--- config.mk ---
export PLATFORM = sky130hd
export DESIGN_NAME = pmp_fault_unit
export DESIGN_NICKNAME = d
export VERILOG_FILES = /design/src/rtl/pmp_fault_unit.sv
export SDC_FILE = /design/constraint.sdc
export NUM_CORES = 1
export LEC_CHECK = 0
export CAP_MARGIN = 20
export CORE_UTILIZATION = 40
export DETAILED_ROUTE_END_ITERATION = 10
export PLACE_DENSITY = 0.74
export RECOVER_POWER = 100
export SLEW_MARGIN = 20
export SYNTH_ARGS = -nofsm -noshare
export SYNTH_HDL_FRONTEND = slang
export SYNTH_SLANG_ARGS = --single-unit
--- constraint.sdc ---
create_clock -name clk -period 1.99 [get_ports clk]
set_clock_uncertainty 0.1 [all_clocks]
set_input_delay 0.199 -clock clk [delete_from_list [all_inputs] [get_ports clk]]
set_output_delay 0.199 -clock clk [all_outputs]
set_load 0.05 [all_outputs]
--- src/rtl/pmp_fault_unit.sv ---
// pmp_fault_unit
// ---------------------------------------------------------------------------
// Catches PMP violations, latches the context of the first one and raises a
// held interrupt request towards the n-CLIC. The interrupt is retired either
// by the n-CLIC acknowledge or by software clearing the valid bit. Software
// inspects the captured context through three CSRs.
//
// Ports
//   clk         system clock
//   reset       synchronous, active-high reset
//   fault_in    PMP violation level
//   fault_addr  faulting address
//   fault_op    opcode of the faulting access
//   fault_id    id of the running task
//   fault_prio  current interrupt priority
//   irq_ack     n-CLIC accepted the request (1-cycle pulse)
//   csr_enable  CSR access valid
//   csr_addr    CSR address
//   csr_we      CSR write strobe, qualified by csr_enable
//   csr_wdata   CSR write data
//   csr_rdata   CSR read data (combinational)
//   irq_out     fault interrupt request to the n-CLIC
//
// CSR map
//   BaseAddr+0  STATUS  {16'0, count, 5'0, acked, overflow, valid}
//                       write: bit0 W1C valid, bit1 W1C overflow,
//                              bit31 clears the fault counter
//   BaseAddr+1  ADDR    {16'0, addr}                (read only)
//   BaseAddr+2  INFO    {8'0, prio, id, 1'b0, op}   (read only)
// ---------------------------------------------------------------------------
module pmp_fault_unit #(
    parameter logic [11:0] BaseAddr   = 12'h401,
    parameter int          CountWidth = 8
) (
    input  logic        clk,
    input  logic        reset,
    input  logic        fault_in,
    input  logic [15:0] fault_addr,
    input  logic [6:0]  fault_op,
    input  logic [7:0]  fault_id,
    input  logic [7:0]  fault_prio,
    input  logic        irq_ack,
    input  logic        csr_enable,
    input  logic [11:0] csr_addr,
    input  logic        csr_we,
    input  logic [31:0] csr_wdata,
    output logic [31:0] csr_rdata,
    output logic        irq_out
);

    typedef enum logic [1:0] {
        IDLE    = 2'd0,
        PENDING = 2'd1,
        ACKED   = 2'd2
    } state_t;

    localparam logic [CountWidth-1:0] CountMax = {CountWidth{1'b1}};
    localparam logic [11:0] StatusAddr = BaseAddr;
    localparam logic [11:0] AddrAddr   = BaseAddr + 12'd1;
    localparam logic [11:0] InfoAddr   = BaseAddr + 12'd2;

    state_t                state;
    state_t                state_next;
    logic                  capture;
    logic                  fault_q;
    logic                  fault_evt;
    logic [15:0]           addr_q;
    logic [6:0]            op_q;
    logic [7:0]            id_q;
    logic [7:0]            prio_q;
    logic                  overflow;
    logic [CountWidth-1:0] count;
    logic                  valid;
    logic                  acked;
    logic                  status_wr;
    logic                  valid_clr;
    logic                  ovf_clr;
    logic                  count_clr;
    logic                  ovf_set;
    logic [31:0]           status_word;
    logic                  unused_wdata;

    // Rising edge of the fault level: a long violation is a single event.
    assign fault_evt = fault_in & ~fault_q;

    // Only STATUS is writable; ADDR and INFO ignore writes.
    assign status_wr = csr_enable & csr_we & (csr_addr == StatusAddr);
    assign valid_clr = status_wr & csr_wdata[0];
    assign ovf_clr   = status_wr & csr_wdata[1];
    assign count_clr = status_wr & csr_wdata[31];
    assign unused_wdata = ^csr_wdata[30:2];

    // A further fault while one is held marks overflow, except when software
    // releases the held fault in the same cycle: then the new fault simply
    // becomes the captured one.
    assign ovf_set = (state != IDLE) & ~valid_clr & fault_evt;

    // State register.
    always_ff @(posedge clk) begin
        if (reset) begin
            state <= IDLE;
        end else begin
            state <= state_next;
        end
    end

    // Next-state logic. A software valid-clear takes precedence over an
    // acknowledge arriving in the same cycle; a fault coinciding with the
    // clear re-arms the request with the new context.
    always_comb begin
        state_next = state;
        capture    = 1'b0;
        case (state)
            IDLE: begin
                if (fault_evt) begin
                    state_next = PENDING;
                    capture    = 1'b1;
                end
            end
            PENDING: begin
                if (valid_clr) begin
                    if (fault_evt) begin
                        state_next = PENDING;
                        capture    = 1'b1;
                    end else begin
                        state_next = IDLE;
                    end
                end else if (irq_ack) begin
                    state_next = ACKED;
                end
            end
            ACKED: begin
                if (valid_clr) begin
                    if (fault_evt) begin
                        state_next = PENDING;
                        capture    = 1'b1;
                    end else begin
                        state_next = IDLE;
                    end
                end
            end
            default: begin
                state_next = IDLE;
            end
        endcase
    end

    // Output logic: everything visible is decoded from the state register.
    always_comb begin
        irq_out = (state == PENDING);
        valid   = (state != IDLE);
        acked   = (state == ACKED);
    end

    // Edge register, captured context, overflow flag and fault counter.
    always_ff @(posedge clk) begin
        if (reset) begin
            fault_q  <= 1'b0;
            addr_q   <= '0;
            op_q     <= '0;
            id_q     <= '0;
            prio_q   <= '0;
            overflow <= 1'b0;
            count    <= '0;
        end else begin
            fault_q <= fault_in;
            if (capture) begin
                addr_q <= fault_addr;
                op_q   <= fault_op;
                id_q   <= fault_id;
                prio_q <= fault_prio;
            end
            if (ovf_set) begin
                overflow <= 1'b1;
            end else if (ovf_clr) begin
                overflow <= 1'b0;
            end
            // A clear coinciding with a new fault leaves that fault counted.
            if (count_clr) begin
                count <= fault_evt ? CountWidth'(1) : '0;
            end else if (fault_evt && count != CountMax) begin
                count <= count + CountWidth'(1);
            end
        end
    end

    // Combinational CSR read port; reads have no side effects.
    always_comb begin
        status_word = (32'(count) << 8) | {29'b0, acked, overflow, valid};
        csr_rdata   = '0;
        if (csr_enable) begin
            case (csr_addr)
                StatusAddr: csr_rdata = status_word;
                AddrAddr:   csr_rdata = {16'b0, addr_q};
                InfoAddr:   csr_rdata = {8'b0, prio_q, id_q, 1'b0, op_q};
                default:    csr_rdata = '0;
            endcase
        end
    end

endmodule

==> summary.md <==
| Metric | Value |
|---|---|
| Gr usage total | 24.2% |
| Drt drc | 0 |
| Clock Power Share | 13.2% |
| Worst hold path class | flip-flop to flip-flop |
| Number of global-route vias before repair | 4,064 |
| Fraction of layout cells with a size suffix above 1 | 34.2% |
| Placeable core area | 0.00942 sq mm |
| Vias per cell | 6.36 |
| CTS root buf | clkbuf_8 |
| Failing checks | negative setup slack |
| Hold depth | 2 |
| Standard-cell rows | 35 |
| Slew Limit Fails | 0 |
| Number of cells on the worst reg-to-reg path | 8 |
| Starting Density | 41.9% |
| CP startpoint | csr_addr[6] |
| Antenna Nets Post-Route | 0 |
| Height of the chip | 101 um |
| Arrival @ worst endpoint | 2.08 ns |
| DP HPWL | 8220 um |
| Boundary Pins | 122 |
| Mean Syn Cell Area | 7.57 sq um |
| CTS buffer count | 5 |
| Final hold vios | 0 |
| Avg WL per Cell | 18.4 um |
| Startpoint types | input port |
| Fin crit share | 120% |
| Worst R2R Setup Slack | -0.03 ns |
| Cells after synthesis | 521 |
| Internal Power | 2.53 mW |
| Min Tclk post-route | 2.38 ns |
| Diodes inserted | 0 |
| Data required, critical path | 1.69 ns |
| Leak Pwr | 2.14 nW |
| Critical-path maximum fanout | 7 |
| Peak VDD IR | 0.610 mV |
| Worst hold endpoint | op_q[5]$_SDFFE_PP0P_ |
| H-tree levels | 2 |
| Clock-pin slew on the worst setup and hold paths | 0.10 ns |
| Switching Power | 2.17 mW |
| Min-delay src | op_q[5]$_SDFFE_PP0P_ |
| Most frequent cells in the layout | dfxtp_1 (49), nor2_1 (47), clkdlybuf4s50_1 (47), nand2_1 (45), inv_1 (43) |
| R2r startpoint | state[0]$_SDFFE_PP0P_ |
| RD Place Congestion | 0.876 |
| Sw Share | 46.2% |
| Initial antenna violation count | 0 |
| Maximum root-to-sink buffer count | 2 |
| Post-synthesis cell area | 0.00395 sq mm |
| R2R Path End | op_q[0]$_SDFFE_PP0P_ |
| Syn. warnings | 0 |
| Comb pwr share | 57.5% |
| Sequential Power Share | 29.4% |
| Worst skew pair latency | 0.31 ns |
| First-pass GRT wire length | 20,000 um |
| Critical path class | input port to output pin |
| Worst slew margin | 47.8% |
| Via count | 4,576 |
| Actual slew at the worst max-slew pin | 0.783 ns |
| Iter 0 DRT Violations | 328 |
| Final net count | 683 |
| Die X | 101 um |
| Drt first pass iters | 5 |
| Pin count of the biggest net entering global routing | 84 |
| Most common cell after layout, fill and taps aside | dfxtp_1 |
| Synth unique cells | 53 |
| Congestion Overflow GR | 0 |
| Power per cell area | 765 mW/mm^2 |
| Total wire length | 13,200 um |
| FFs w/ async S/R, synth | 0% |
| Power, Total | 4.70 mW |
| Input/output buffers | 84 |
| Final setup vio count | 27 |
| Area Growth Syn to Fin | 55.7% |
| Flops & latches, synth | 51 |
| # clock sinks | 51 |
| Worst Setup Slack, final | -0.389 ns |
| CTS tree | yes |
| Hold buffers post-CTS | 0 |
| Placed cell areas | 0.00543 sq mm |
| Status | complete, but fails checks |
| Max-cap violations | 0 |
| Sequential fraction of the synthesis area | 25.9% |
| Worst setup EP type | output pin |
| DIE AREA | 0.0103 sq mm |
| Final Cell Area | 0.00614 sq mm |
| RSZ-0062 raised after global routing | true |
| Fmax | 420 MHz |
| Top_reg_cell synth | dfxtp_1 |
| Post-synth EDFFs | 0 |
layer usage:
layer	global-route usage (%)	vias up	part of all wire, %
met2	39.8	203	47
met1	32.6	2217	43
met3	3.38	28	7.2
met5	0	-	0
met4	8.25	0	2.8
li1	-	2128	-
area by class of cell:
class	count	area, sq um
multi-input cells	360	3100
flip-flops and latches	51	1020
clock inverters	2	12.5
fillers	741	3270
clock buffers	6	72.6
well taps	129	161
repair buffers	126	1600
inverters	45	169
cells by family (layout without fill, tap and decap cells):
kind of cell / Yosys count / after routing / synth area share, %
buf+inv: 117 / 179 / 12.9
fa+ha+maj: 5 / 5 / 1.59
compound gates: 113 / 113 / 24.5
other cells: 1 / 8 / 0.0951
xor+xnor: 3 / 3 / 0.666
mux: 5 / 5 / 1.27
simple gates: 226 / 226 / 33.0
flops: 51 / 51 / 25.9
sequential cells by signal, summed over array words and instances (netlist names):
name and flops:
addr_q 16, count 8, fault_q 1, id_q 8
op_q 7, overflow 1, prio_q 8, state 2
worst max path at each step:
stage / to / slack, ns
finish: csr_rdata[2] / -0.39
global placement: csr_rdata[1] / -0.67
floorplan: csr_rdata[17] / -0.42
detailed placement: csr_rdata[11] / -0.74
CTS: csr_rdata[17] / -0.40
global route: csr_rdata[2] / -0.43
per-stage QoR:
step	hold slack (ns)	util (%)	cells	setup TNS (ns)	setup slack (ns)
after floorplan	0.227	-	528	-7.05	-0.415
after global placement	0.370	57.6	705	-32.83	-0.666
after detailed placement	0.385	57.6	705	-34.18	-0.737
after CTS	0.259	59.7	715	-7.42	-0.401
after global routing	0.429	65.2	719	-8.95	-0.432
final	0.401	65.2	719	-6.68	-0.389
synth_stat cells (all sizes together) (4+ instances only):
cell,instances,area share (%)
nand3,5,0.63
clkbuf,49,4.7
nor4b,39,8.7
o21ai,4,0.51
a21oi,5,0.63
nor3,20,3.3
buf,23,4.0
a221oi,39,8.7
nor2,53,5.2
ha,5,1.6
nor4,44,7.0
a221o,11,3.0
mux2i,5,1.3
nand2,45,4.3
inv,44,4.2
dfxtp,51,26
o41ai,39,8.7
power by group through the flow:
stage | clock [mW] | sequential [mW] | combinational (mW)
after floorplan | 0 | 1.34 | 1.49
after global placement | 0 | 1.39 | 2.06
after detailed placement | 0 | 1.39 | 2.13
after CTS | 0.625 | 1.37 | 2.15
after global routing | 0.674 | 1.40 | 2.91
final | 0.620 | 1.38 | 2.70
what timing repair did:
action                     4_1_cts  5_1_grt
setup endpoints to repair       66       63
setup buffers                    1        1
pin swaps                       11        9
resized for setup               44       85
gates cloned                     1        4
critical path, cell delays in order:
cell     delay, ns
buf_6         0.09
or4_4         0.52
or4_4         0.59
buf_12        0.20
nor3_4        0.17
a221o_2       0.17
buf_12        0.14
No activity file was read; power rests on OpenSTA's default activity.
